`src/rtl/qracc_pkg.sv`:
```
// Shared types and helpers for the partial-sum accumulator.
package qracc_pkg;

  typedef enum logic [1:0] {
    S_IDLE  = 2'd0,
    S_ACCUM = 2'd1,
    S_STALL = 2'd2
  } acc_state_t;

  localparam int unsigned ACC_BITS_DEF = 16;

  // Largest value representable in a signed field of the given width.
  function automatic int acc_max(input int unsigned bits);
    return (1 << (bits - 1)) - 1;
  endfunction

  // Smallest value representable in a signed field of the given width.
  function automatic int acc_min(input int unsigned bits);
    return -(1 << (bits - 1));
  endfunction

  localparam int ACC_MAX = acc_max(ACC_BITS_DEF);
  localparam int ACC_MIN = acc_min(ACC_BITS_DEF);

endpackage

```
`src/rtl/qracc_col_acc.sv`:
```
// One accumulator lane: sign-extend ADC code, negate or shift-add, then
// saturate (QRACC_ACC_SATURATE_EN) or wrap, flagging any overflow.
module qracc_col_acc
  import qracc_pkg::*;
#(
  parameter int unsigned ADC_BITS = 4,
  parameter int unsigned ACC_BITS = 16
) (
  input  logic                       clk,
  input  logic                       nrst,
  input  logic                       en,
  input  logic                       first,
  input  logic                       negate,
  input  logic                       last,
  input  logic signed [ADC_BITS-1:0] adc,
  output logic signed [ACC_BITS-1:0] sum_c,
  output logic                       ovf_c
);

  // Two guard bits cover 2*acc + s and -s without losing the true value.
  localparam int unsigned W = ACC_BITS + 2;
  localparam logic signed [W-1:0] MAX_W = W'(acc_max(ACC_BITS));
  localparam logic signed [W-1:0] MIN_W = W'(acc_min(ACC_BITS));

  logic signed [ACC_BITS-1:0] acc;
  logic signed [W-1:0]        s_w;
  logic signed [W-1:0]        acc_w;
  logic signed [W-1:0]        raw;

  // Next lane value for the plane being accepted.
  always_comb begin
    s_w   = W'(adc);
    acc_w = W'(acc);
    raw   = first ? (negate ? -s_w : s_w) : ((acc_w <<< 1) + s_w);
    ovf_c = (raw > MAX_W) || (raw < MIN_W);
`ifdef QRACC_ACC_SATURATE_EN
    if (ovf_c) sum_c = raw[W-1] ? ACC_BITS'(MIN_W) : ACC_BITS'(MAX_W);
    else       sum_c = raw[ACC_BITS-1:0];
`else
    sum_c = raw[ACC_BITS-1:0];
`endif
  end

  // Running sum; cleared once the batch result has been handed off.
  always_ff @(posedge clk or negedge nrst) begin
    if (!nrst)    acc <= '0;
    else if (en)  acc <= last ? '0 : sum_c;
  end

endmodule

```
`src/rtl/qracc_psum_accumulator.sv`:
```
// Bit-plane shift-add accumulator behind the ADC array.
// Optional feature macro: QRACC_ACC_SATURATE_EN (clamp lanes instead of wrap).
module qracc_psum_accumulator
  import qracc_pkg::*;
#(
  parameter int unsigned NUM_COLS    = 8,
  parameter int unsigned ADC_BITS    = 4,
  parameter int unsigned CFG_BITS    = 8,
  parameter int unsigned MAX_IN_BITS = 8,
  parameter int unsigned ACC_BITS    = 16
) (
  input  logic                         clk,
  input  logic                         nrst,
  input  logic [CFG_BITS-1:0]          n_input_bits_cfg,
  input  logic [NUM_COLS*ADC_BITS-1:0] adc_out_i,
  input  logic                         adc_valid_i,
  output logic                         adc_ready_o,
  output logic [NUM_COLS*ACC_BITS-1:0] out_data_o,
  output logic                         out_valid_o,
  input  logic                         out_ready_i,
  output logic                         busy_o,
  output logic                         overflow_o
);

  localparam int unsigned CNT_W = $clog2(MAX_IN_BITS + 1);

  acc_state_t                  state, state_d;
  logic [CNT_W-1:0]            cnt, cnt_d;
  logic [CNT_W-1:0]            n_lat, n_lat_d;
  logic [CNT_W-1:0]            n_cfg, n_used, plane_idx;
  logic                        is_last, accept, load_out;
  logic [NUM_COLS*ACC_BITS-1:0] sum_vec;
  logic [NUM_COLS-1:0]          ovf_vec;

  // Sanitised plane count: 0 means 1, values above the maximum clamp.
  always_comb begin
    if (n_input_bits_cfg == '0)                           n_cfg = CNT_W'(1);
    else if (n_input_bits_cfg > CFG_BITS'(MAX_IN_BITS))   n_cfg = CNT_W'(MAX_IN_BITS);
    else                                                  n_cfg = CNT_W'(n_input_bits_cfg);
  end

  // Plane position and handshake; only a blocked last plane is refused.
  always_comb begin
    plane_idx   = (state == S_IDLE) ? '0 : cnt;
    n_used      = (state == S_IDLE) ? n_cfg : n_lat;
    is_last     = (plane_idx + CNT_W'(1)) == n_used;
    adc_ready_o = !(is_last && out_valid_o && !out_ready_i);
    accept      = adc_valid_i && adc_ready_o;
  end

  // Next-state and plane counter.
  always_comb begin
    state_d  = state;
    cnt_d    = cnt;
    n_lat_d  = n_lat;
    load_out = 1'b0;
    case (state)
      S_IDLE: begin
        if (accept) begin
          n_lat_d = n_cfg;
          if (is_last) begin
            load_out = 1'b1;
          end else begin
            state_d = S_ACCUM;
            cnt_d   = CNT_W'(1);
          end
        end
      end
      S_ACCUM, S_STALL: begin
        if (accept) begin
          if (is_last) begin
            load_out = 1'b1;
            state_d  = S_IDLE;
            cnt_d    = '0;
          end else begin
            state_d  = S_ACCUM;
            cnt_d    = cnt + CNT_W'(1);
          end
        end else if (adc_valid_i && is_last) begin
          state_d = S_STALL;
        end else begin
          state_d = S_ACCUM;
        end
      end
      default: begin
        state_d = S_IDLE;
        cnt_d   = '0;
      end
    endcase
  end

  // State, counters and registered outputs.
  always_ff @(posedge clk or negedge nrst) begin
    if (!nrst) begin
      state       <= S_IDLE;
      cnt         <= '0;
      n_lat       <= CNT_W'(1);
      out_data_o  <= '0;
      out_valid_o <= 1'b0;
      busy_o      <= 1'b0;
      overflow_o  <= 1'b0;
    end else begin
      state  <= state_d;
      cnt    <= cnt_d;
      n_lat  <= n_lat_d;
      busy_o <= (state_d != S_IDLE);
      if (load_out) begin
        out_data_o  <= sum_vec;
        out_valid_o <= 1'b1;
      end else if (out_ready_i) begin
        out_valid_o <= 1'b0;
      end
      if (accept && (|ovf_vec)) overflow_o <= 1'b1;
    end
  end

  // One accumulator per ADC column.
  for (genvar c = 0; c < NUM_COLS; c++) begin : g_lane
    qracc_col_acc #(
      .ADC_BITS (ADC_BITS),
      .ACC_BITS (ACC_BITS)
    ) u_lane (
      .clk    (clk),
      .nrst   (nrst),
      .en     (accept),
      .first  (plane_idx == '0),
      .negate (n_used != CNT_W'(1)),
      .last   (is_last),
      .adc    (adc_out_i[c*ADC_BITS +: ADC_BITS]),
      .sum_c  (sum_vec[c*ACC_BITS +: ACC_BITS]),
      .ovf_c  (ovf_vec[c])
    );
  end

endmodule

```
`config.mk`:
```
export PLATFORM = sky130hd
export DESIGN_NAME = qracc_psum_accumulator
export DESIGN_NICKNAME = d
export VERILOG_FILES = /design/src/rtl/qracc_pkg.sv /design/src/rtl/qracc_col_acc.sv /design/src/rtl/qracc_psum_accumulator.sv
export SDC_FILE = /design/constraint.sdc
export NUM_CORES = 1
export LEC_CHECK = 0
export CAP_MARGIN = 10
export CORE_ASPECT_RATIO = 1.4
export CORE_UTILIZATION = 41
export DETAILED_ROUTE_END_ITERATION = 8
export GPL_ROUTABILITY_DRIVEN = 0
export PLACE_DENSITY = 0.64
export SETUP_SLACK_MARGIN = 0.1
export SYNTH_ARGS = -nofsm -noshare
export SYNTH_HDL_FRONTEND = slang
export SYNTH_SLANG_ARGS = --single-unit
```
`constraint.sdc`:
```
create_clock -name clk -period 3.21 [get_ports clk]
set_input_delay 0.642 -clock clk [delete_from_list [all_inputs] [get_ports clk]]
set_output_delay 0.642 -clock clk [all_outputs]
set_load 0.01 [all_outputs]
```
==> results of run 1 <==
[critical path: stages]
cell	delay (ns)
clkdlybuf4s50_1	0.45
ha_1	0.27
fa_2	0.36
a211oi_2	0.17
o21bai_1	0.11
a21oi_2	0.17
o31ai_1	0.11
o31ai_1	0.30
a21bo_2	0.21
a31oi_2	0.12
or2_2	0.32
mux2i_2	0.20
a41oi_2	0.14
[cells in the final DEF (no fill, tap or decap), types with 8 or more instances in the layout]
| master | Yosys | layout |
|---|---|---|
| nand2b_1 | 20 | 18 |
| o21ai_0 | 226 | 211 |
| nor2_1 | 127 | 124 |
| xor2_1 | 34 | 34 |
| buf_4 | 3 | 424 |
| a21o_1 | 47 | 47 |
| clkbuf_16 | 0 | 29 |
| a211oi_1 | 35 | 26 |
| ha_1 | 166 | 147 |
| o21a_1 | 11 | 10 |
| buf_12 | 0 | 16 |
| nor2b_1 | 13 | 12 |
| a21oi_1 | 183 | 167 |
| or3_1 | 13 | 11 |
| ha_4 | 0 | 12 |
| xnor2_1 | 67 | 65 |
| a31oi_1 | 21 | 15 |
| mux2_2 | 23 | 23 |
| nand3_1 | 30 | 28 |
| a22o_1 | 31 | 31 |
| inv_1 | 63 | 62 |
| o211ai_1 | 9 | 9 |
| mux2_4 | 12 | 12 |
| and3_1 | 8 | 8 |
| o21bai_1 | 16 | 15 |
| a211oi_2 | 0 | 9 |
| or2_2 | 10 | 8 |
| o21ai_1 | 54 | 62 |
| nor3_1 | 22 | 19 |
| nand4_1 | 9 | 9 |
| a21oi_2 | 3 | 17 |
| clkdlybuf4s50_1 | 0 | 161 |
| nand2_1 | 306 | 304 |
| dfrtp_1 | 268 | 268 |
[state kept, by name (all words and copies together), names as in the netlist]
| signal | count |
|---|---|
| busy_o | 1 |
| cnt | 4 |
| g_lane.u_lane.acc | 128 |
| n_lat | 4 |
| out_data_o | 128 |
| out_valid_o | 1 |
| overflow_o | 1 |
| state | 2 |
[worst min path at each step]
| stage | endpoint | slack (ns) | depth (start not counted) |
|---|---|---|---|
| global route | out_data_o[89]$_DFFE_PN0P_ | 0.03 | 1 |
| floorplan | busy_o$_DFF_PN0_ | 0.35 | 0 |
| detailed placement | out_data_o[27]$_DFFE_PN0P_ | 0.47 | 2 |
| global placement | out_data_o[121]$_DFFE_PN0P_ | 0.47 | 2 |
| CTS | out_data_o[89]$_DFFE_PN0P_ | 0.008 | 1 |
| finish | out_data_o[89]$_DFFE_PN0P_ | 0.007 | 1 |
[area by class of cell]
class	instances	area (sq um)	share of cell area (%)
Clock buffer	32	747	2.97
Timing Repair Buffer	621	5320	21.2
Tap cell	552	691	2.75
Clock inverter	21	274	1.09
Multi-Input combinational cell	1608	11100	44.3
Inverter	63	236	0.941
Sequential cell	269	6730	26.8
[cell usage after synthesis (21+ instances only)]
cell type    n
nor2_1     127
xnor2_1     67
nand3_1     30
o21ai_0    226
inv_1       63
ha_1       166
dfrtp_1    268
xor2_1      34
nand2_1    306
a31oi_1     21
nor3_1      22
a22o_1      31
o21ai_1     54
clkbuf_1    50
a21o_1      47
a211oi_1    35
mux2_2      23
a21oi_1    183
[cell families after synthesis]
group | after synthesis | share of synthesized area (%)
AO/OA/AOI/OAI | 698 | 23.4
AND/OR/NAND/NOR | 593 | 14.7
flip-flops | 269 | 37.8
adder cells (fa/ha/maj) | 174 | 12.6
buffers and inverters | 152 | 3.70
XOR/XNOR | 102 | 5.06
multiplexers | 41 | 2.80
[where the power goes]
part           leakage [nW]  internal, mW  switching (mW)
Sequential             3.35          5.00           0.999
Clock                 0.490          2.10            1.48
Combinational          8.04          9.18            9.26
Total                  11.9          16.3            11.7
[metal layers]
layer  vias up  GRT usage [%]
met2       360           43.2
li1       8379              -
met1      8245           28.9
met5         -              0
met4         0           10.2
met3       111           2.51
[metrics by stage]
step,worst slack (ns),hold WS [ns]
CTS,0.0434,0.00776
finish,0.0739,0.00666
floorplan,0.107,0.346
detailed placement,-0.751,0.474
global placement,-0.665,0.466
global route,-0.0337,0.0277
[what timing repair did]
item | 4_1_cts | 5_1_grt
gates cloned | 1 | 0
pin swaps | 37 | 44
endpoints found under the setup margin | 4 | 18
setup buffers | 19 | 14
gates resized for setup | 77 | 65
==> impl_metrics.env, run 1 <==
export IMPL_status="complete, no violations"
export IMPL_area_growth_syn_to_layout_pct=41.0
export IMPL_post_drt_wl_per_cell_um=16.9
export IMPL_cts_path_max_buffers=3
export IMPL_core_area_sq_um=43000
export IMPL_leakagePower_nw=11.9
export IMPL_min_period_ns=3.14
export IMPL_die_area_sq_um=44300
export IMPL_crit_path_max_fanout=3
export IMPL_yosys_warnings=0
export IMPL_skew_ns=0.0171
export IMPL_finalHoldViolCount=0
export IMPL_finalCritPeriodShare_pct=97.7
export IMPL_power_mw=28.0
export IMPL_yosys_top_cells_area="dfrtp_1, ha_1, nand2_1, o21ai_0, a21oi_1"
export IMPL_vias_per_cell=5.40
export IMPL_start_util_pct=41.4
export IMPL_crit_path_start="adc_out_i[17]"
export IMPL_async_reset_ff_share_pct=100
export IMPL_grt_pass1_vias=17700
export IMPL_cts_htree_levels=1
export IMPL_worstHoldPathType="in -> async"
export IMPL_yosysTopAreaCellShare_pct=37.6
export IMPL_rows=90
export IMPL_tightestPinTransition_ns=0.736
export IMPL_setup_viol=0
export IMPL_layout_cells_non_filler=3166
export IMPL_wl_met3_um=1890
export IMPL_hold_buffers=0
export IMPL_cts_tree="yes"
export IMPL_worst_setup_hold_path_clk_slew_ns=0.07
export IMPL_placed_cells=3079
export IMPL_clk_latency_ns=0.57
export IMPL_slew_headroom_pct=50.8
export IMPL_required_ns=3.64
export IMPL_syn_area_per_cell_sq_um=8.78
export IMPL_setup_tns_final_ns=0
export IMPL_stdcell_area_sq_um=25100
export IMPL_dp_hpwl_um=39200
export IMPL_cts_root_buf="clkbuf_16"
export IMPL_io_pins=176
export IMPL_grt_max_degree=97
export IMPL_p_per_area_nw_per_um2=1120
export IMPL_synth_cell_types=74
export IMPL_synth_main_ff_cell="dfrtp_1"
export IMPL_wl_met2_um=27600
export IMPL_r2r_cells=12
export IMPL_r2r_slack_ns=0.16
export IMPL_startpoint_type="input port"
export IMPL_grt_pass1_wl_um=86900
export IMPL_num_nets_final=2810
export IMPL_grt_ovfl_total=0
export IMPL_dr_pass1_iters=5
export IMPL_synth_largest_area_cell="dfrtp_1"
export IMPL_portBuffers=175
export IMPL_antenna_cells=0
export IMPL_synth_edf_count=0
export IMPL_r2r_end="overflow_o$_DFFE_PN0P_"
export IMPL_cts_buffers=29
export IMPL_grt_util_all_layers_pct=24.1
export IMPL_maxUsedRoutingLayer="met4"
export IMPL_fmax_ghz=0.319
export IMPL_route_detailed_drc=0
export IMPL_cp_end_kind="flip-flop"
export IMPL_vias=17100
export IMPL_r2r_start="g_lane[7].u_lane.acc[0]$_DFFE_PN0P_"
export IMPL_cts_sinks=269
export IMPL_num_fill_cells=3725
export IMPL_dpl_instance_area_sq_um=23200
export IMPL_path_class="in -> reg"
export IMPL_netlist_area_sq_um=17800
export IMPL_drv_slew=0
export IMPL_drive_gt1_share_pct=25.7
export IMPL_antenna_found_initial=0
export IMPL_die_w_um=178
export IMPL_syn_nets=2247
export IMPL_max_vdd_ir_drop_mv=0.641
export IMPL_ant_nets=0
export IMPL_syn_inst=2029
export IMPL_arrival_ns=3.57
export IMPL_critical_path_endpoint="overflow_o$_DFFE_PN0P_"
export IMPL_finalWirelength_um=53500
export IMPL_final_core_utilization_pct=58.4
export IMPL_die_y_um=249
export IMPL_cap_violations=0
export IMPL_ys_seq_elements=269
export IMPL_seq_area_frac_synth_pct=37.8
export IMPL_drt_initial_drc_count=816
export IMPL_wl_met1_um=22000
export IMPL_rsz0062_at_grt="yes"
Note: power is estimated with default switching activity, not from simulation.
==> run 2: changes to the inputs <==
--- a/config.mk
+++ b/config.mk
@@ -10,7 +10,7 @@
 export CORE_UTILIZATION = 41
 export DETAILED_ROUTE_END_ITERATION = 8
 export GPL_ROUTABILITY_DRIVEN = 0
-export PLACE_DENSITY = 0.64
+export PLACE_DENSITY = 0.72
 export SETUP_SLACK_MARGIN = 0.1
 export SYNTH_ARGS = -nofsm -noshare
 export SYNTH_HDL_FRONTEND = slang
==> run 2 against run 1 <==
- critical path depth is 1 higher
- clock-buffer cell count is 5 higher
- worst hold slack better by 0.47 ns
- highest routed layer unchanged
- critical path type unchanged
- critical endpoint unchanged
- global-route usage is 0.79 points higher
==> impl_metrics.env, run 2 (same netlist as run 1, synthesis figures left out) <==
export IMPL_status="complete, no violations"
export IMPL_placed_cells=3071
export IMPL_cp_cell_sequence="clkdlybuf4s50_1, buf_6, buf_4, ha_1, a21o_1, a21oi_1, a2bb2oi_2, o311ai_4, o21ai_0, a221oi_1, or2_2, mux2i_1, o311a_1, a41oi_2"
export IMPL_ant_nets=0
export IMPL_drive_gt1_share_pct=25.7
export IMPL_startpoint_type="input port"
export IMPL_worst_setup_hold_path_clk_slew_ns=0.06
export IMPL_vias=17700
export IMPL_dp_hpwl_um=40400
export IMPL_grt_max_degree=84
export IMPL_cap_violations=0
export IMPL_area_growth_syn_to_layout_pct=41.5
export IMPL_max_vdd_ir_drop_mv=0.727
export IMPL_cts_root_buf="clkbuf_16"
export IMPL_cts_path_max_buffers=3
export IMPL_fmax_ghz=0.322
export IMPL_rsz0062_at_grt="yes"
export IMPL_cts_tree="yes"
export IMPL_path_class="in -> reg"
export IMPL_route_detailed_drc=0
export IMPL_slew_headroom_pct=40.1
export IMPL_post_drt_wl_per_cell_um=17.9
export IMPL_final_core_utilization_pct=58.6
export IMPL_antenna_cells=0
export IMPL_crit_path_max_fanout=9
export IMPL_rows=90
export IMPL_p_per_area_nw_per_um2=1130
export IMPL_grt_util_all_layers_pct=24.9
export IMPL_skew_ns=0.0229
export IMPL_critical_path_endpoint="overflow_o$_DFFE_PN0P_"
export IMPL_r2r_start="g_lane[5].u_lane.acc[0]$_DFFE_PN0P_"
export IMPL_grt_ovfl_total=0
export IMPL_crit_path_start="adc_out_i[11]"
export IMPL_cp_end_kind="flip-flop"
export IMPL_die_area_sq_um=44300
export IMPL_die_y_um=249
export IMPL_start_util_pct=41.4
export IMPL_dpl_instance_area_sq_um=23200
export IMPL_clk_latency_ns=0.59
export IMPL_min_period_ns=3.11
export IMPL_tightestPinTransition_ns=0.896
export IMPL_stdcell_area_sq_um=25200
export IMPL_io_pins=176
export IMPL_grt_pass1_wl_um=89500
export IMPL_finalCritPeriodShare_pct=96.8
export IMPL_finalWirelength_um=56500
export IMPL_layout_cells_non_filler=3160
export IMPL_finalHoldViolCount=0
export IMPL_dr_pass1_iters=5
export IMPL_max_stage_delay_ns=0.43
export IMPL_required_ns=3.65
export IMPL_cts_sinks=269
export IMPL_worstHoldPathType="reg -> reg"
export IMPL_leakagePower_nw=11.9
export IMPL_r2r_cells=12
export IMPL_antenna_found_initial=0
export IMPL_r2r_slack_ns=0.15
export IMPL_portBuffers=175
export IMPL_num_nets_final=2804
export IMPL_drt_initial_drc_count=1033
export IMPL_vias_per_cell=5.60
export IMPL_slowest_stage="clkdlybuf4s50_1"
export IMPL_final_common_cell="buf_4"
export IMPL_mostFrequentLayoutCells="buf_4, nand2_1, dfrtp_1"
export IMPL_arrival_ns=3.55
export IMPL_grt_pass1_vias=18400
export IMPL_cts_buffers=29
export IMPL_core_area_sq_um=43000
export IMPL_setup_viol=0
export IMPL_cts_htree_levels=1
export IMPL_r2r_end="overflow_o$_DFFE_PN0P_"
export IMPL_die_w_um=178
export IMPL_reg_top3="g_lane.u_lane.acc: 128 flops, out_data_o: 128 flops"
export IMPL_drv_slew=0
-- run 2: worst min-delay path by stage --
stage | start | endpoint | slack [ns] | depth (start not counted)
final | out_data_o[121]$_DFFE_PN0P_ | out_data_o[121]$_DFFE_PN0P_ | 0.48 | 2
after global placement | n_lat[1]$_DFFE_PN0P_ | n_lat[1]$_DFFE_PN0P_ | 0.46 | 2
after global routing | g_lane[3].u_lane.acc[0]$_DFFE_PN0P_ | g_lane[3].u_lane.acc[0]$_DFFE_PN0P_ | 0.51 | 2
after CTS | out_data_o[44]$_DFFE_PN0P_ | out_data_o[44]$_DFFE_PN0P_ | 0.49 | 2
after detailed placement | out_data_o[28]$_DFFE_PN0P_ | out_data_o[28]$_DFFE_PN0P_ | 0.47 | 2
after floorplan | nrst | busy_o$_DFF_PN0_ | 0.35 | 0
-- run 2: worst max-delay path, delay by kind of cell --
kind | cells | cell delay (ns)
AO/OA/AOI/OAI | 8 | 1.52
buffers and inverters | 3 | 0.74
AND/OR/NAND/NOR | 1 | 0.29
adder cells (fa/ha/maj) | 1 | 0.21
multiplexers | 1 | 0.16
-- run 2: what timing repair did --
action,CTS,global route
endpoints found under the hold margin,40,0
pin swaps,40,36
gates resized for setup,80,70
setup endpoints to repair,4,130
setup buffers,21,6
gates cloned,2,6
hold buffers,1,0
-- run 2: metal layers --
metal	routed length, um	GRT usage (%)	up-vias	part of all wire [%]
met3	2350	2.66	200	4.2
met2	28900	44.7	529	51
li1	-	-	8375	-
met4	3270	14.4	0	5.8
met1	22100	28.1	8591	39
met5	0	0	-	0
-- run 2: report_power, final --
| group | switching, mW | internal, mW | leakage, nW |
|---|---|---|---|
| sequential | 1.03 | 5.00 | 3.35 |
| combinational | 9.60 | 9.16 | 8.06 |
| clock | 1.49 | 2.12 | 0.482 |
-- run 2: layout make-up --
class | instances | area (sq um)
Tap cell | 552 | 691
Sequential cell | 269 | 6730
Inverter | 63 | 236
Fill cell | 3665 | 17800
Clock inverter | 16 | 213
Timing Repair Buffer | 615 | 5430
Clock buffer | 37 | 816
Multi-Input combinational cell | 1608 | 11100
-- run 2: per-stage QoR --
step                TNS [ns]  hold slack (ns)  power [mW]  setup WS, ns
floorplan                  0            0.346        15.5         0.107
global placement      -13.65            0.463        22.8        -0.678
detailed placement    -28.23            0.473        23.4        -0.820
CTS                        0            0.487        27.8         0.107
global route         -0.0272            0.514        30.4       -0.0272
finish                     0            0.479        28.4         0.103
==> run 3: changes to the inputs <==
--- a/config.mk
+++ b/config.mk
@@ -7,6 +7,7 @@
 export LEC_CHECK = 0
 export CAP_MARGIN = 10
 export CORE_ASPECT_RATIO = 1.4
+export CORE_MARGIN = 3
 export CORE_UTILIZATION = 41
 export DETAILED_ROUTE_END_ITERATION = 8
 export GPL_ROUTABILITY_DRIVEN = 0
==> run 3 against run 2 <==
- die area up 3.9%
- utilization up 1.1 points
- final cell count up 0.32%
- design area up 0.74%
- combinational power about the same
- worst setup slack worse by 0.052 ns
- wire length up 1.8%
- power up 0.42%
- non-clock buffer count up 16
- sequential share of layout area down 0.20 points
- critical endpoint unchanged
- largest cell class unchanged
==> impl_metrics.env, run 3 (same netlist as run 1, synthesis figures left out) <==
export IMPL_status="complete, no violations"
export IMPL_grt_pass1_vias=18400
export IMPL_vias=17800
export IMPL_regArea_sq_um=6730
export IMPL_final_common_cell="buf_4"
export IMPL_grt_ovfl_total=0
export IMPL_dp_hpwl_um=39900
export IMPL_stdcell_area_sq_um=25400
export IMPL_finalHoldViolCount=0
export IMPL_p_clk_share_pct=12.7
export IMPL_cts_root_buf="clkbuf_16"
export IMPL_die_y_um=253
export IMPL_finalCritPeriodShare_pct=98.4
export IMPL_grt_util_all_layers_pct=23.2
export IMPL_start_util_pct=41.9
export IMPL_cts_htree_levels=1
export IMPL_drive_gt1_share_pct=26.0
export IMPL_combPwrFrac_pct=66.2
export IMPL_route_detailed_drc=0
export IMPL_vias_per_cell=5.61
export IMPL_cap_violations=0
export IMPL_switchingPower_mw=12.1
export IMPL_pwr_share_seq_pct=21.0
export IMPL_die_w_um=182
export IMPL_hold_buffers=0
export IMPL_num_nets_final=2822
export IMPL_rows=89
export IMPL_cts_buffers=29
export IMPL_mostFrequentLayoutCells="buf_4, nand2_1, dfrtp_1"
export IMPL_cp_end_kind="flip-flop"
export IMPL_antenna_cells=0
export IMPL_p_per_area_nw_per_um2=1120
export IMPL_cts_tree="yes"
export IMPL_startpoint_type="input port"
export IMPL_cts_path_max_buffers=3
export IMPL_fmax_ghz=0.317
export IMPL_path_class="in -> reg"
export IMPL_arrival_ns=3.59
export IMPL_layout_cells_non_filler=3170
export IMPL_cts_sinks=269
export IMPL_skew_ns=0.0109
export IMPL_placed_cells=3079
export IMPL_antenna_found_initial=0
export IMPL_grt_pass1_wl_um=89400
export IMPL_portBuffers=175
export IMPL_crit_path_max_fanout=9
export IMPL_drt_initial_drc_count=1138
export IMPL_tightestPinTransition_ns=0.805
export IMPL_die_area_sq_um=46000
export IMPL_dpl_instance_area_sq_um=23300
export IMPL_finalWirelength_um=57600
export IMPL_multi_input_area_sq_um=11200
export IMPL_post_drt_wl_per_cell_um=18.2
export IMPL_required_ns=3.64
export IMPL_p_int_mw=16.4
export IMPL_final_core_utilization_pct=59.7
export IMPL_slew_headroom_pct=46.3
export IMPL_num_fill_cells=3512
export IMPL_grt_max_degree=97
export IMPL_io_pins=176
export IMPL_leakagePower_nw=12.0
export IMPL_ant_nets=0
export IMPL_drv_slew=0
export IMPL_r2r_cells=12
export IMPL_worst_setup_hold_path_clk_slew_ns=0.06
export IMPL_reg_top3="g_lane.u_lane.acc: 128 flops, out_data_o: 128 flops"
export IMPL_max_vdd_ir_drop_mv=0.715
export IMPL_swShare_pct=42.5
export IMPL_clk_latency_ns=0.57
export IMPL_rsz0062_at_grt="yes"
export IMPL_setup_viol=0
export IMPL_dr_pass1_iters=7
export IMPL_worstHoldPathType="in -> async"
export IMPL_min_period_ns=3.16
export IMPL_area_growth_syn_to_layout_pct=42.6
export IMPL_core_area_sq_um=42500
-- run 3: final timing paths --
check                      slack, ns                                start                          to
max                             0.05                        adc_out_i[11]      overflow_o$_DFFE_PN0P_
min                             0.04                                 nrst          cnt[1]$_DFFE_PN0P_
max reg2reg                     0.12  g_lane[5].u_lane.acc[1]$_DFFE_PN0P_      overflow_o$_DFFE_PN0P_
min reg2reg                     0.48           out_data_o[29]$_DFFE_PN0P_  out_data_o[29]$_DFFE_PN0P_
max in group asynchronous       2.32                                 nrst  out_data_o[90]$_DFFE_PN0P_
min in group clk                0.48           out_data_o[29]$_DFFE_PN0P_  out_data_o[29]$_DFFE_PN0P_
-- run 3: power by group through the flow --
stage | registers (mW) | clock network, mW | logic, mW
6_report | 6.00 | 3.63 | 18.9
5_1_grt | 6.19 | 3.84 | 20.5
4_1_cts | 6.00 | 3.69 | 18.0
3_5_place_dp | 6.02 | 0 | 17.4
3_3_place_gp | 5.98 | 0 | 16.8
2_1_floorplan | 6.12 | 0 | 9.40
-- run 3: critical path, stage by stage --
cell,delay [ns]
clkdlybuf4s50_1,0.41
buf_4,0.19
ha_1,0.35
nand2_1,0.08
o21ai_0,0.22
nand2_1,0.18
o311ai_4,0.36
and4_1,0.31
nor4_4,0.07
or2_2,0.30
mux2i_1,0.16
o311a_1,0.20
a41oi_1,0.11
-- run 3: per-stage QoR --
stage | TNS [ns] | worst slack (ns) | power [mW] | hold WS (ns)
2_1_floorplan | 0 | 0.107 | 15.5 | 0.346
3_3_place_gp | -13.97 | -0.649 | 22.8 | 0.464
3_5_place_dp | -23.60 | -0.721 | 23.4 | 0.469
4_1_cts | 0 | 0.0831 | 27.7 | 0.0838
5_1_grt | -0.0642 | -0.0642 | 30.5 | 0.0755
6_report | 0 | 0.0514 | 28.5 | 0.0370
-- run 3: final cells by class --
cell class                      count  share of cell area (%)
Tap cell                          546                    2.69
Timing Repair Buffer              631                    21.9
Clock buffer                       36                    3.16
Multi-Input combinational cell   1610                    43.9
Inverter                           63                   0.931
Clock inverter                     15                   0.877
Sequential cell                   269                    26.5
-- run 3: routing by layer --
metal  global-route usage, %  share of wire [%]
met5                       0                  0
met4                    11.7                5.1
met3                    2.55                4.7
met2                    42.3                 51
met1                    26.9                 39
-- run 3: timing repair --
| action | 4_1_cts | 5_1_grt |
|---|---|---|
| setup buffers | 18 | 13 |
| cloned | 2 | 9 |
| pin swaps | 45 | 41 |
| resized for setup | 79 | 75 |
| endpoints found under the setup margin | 4 | 142 |
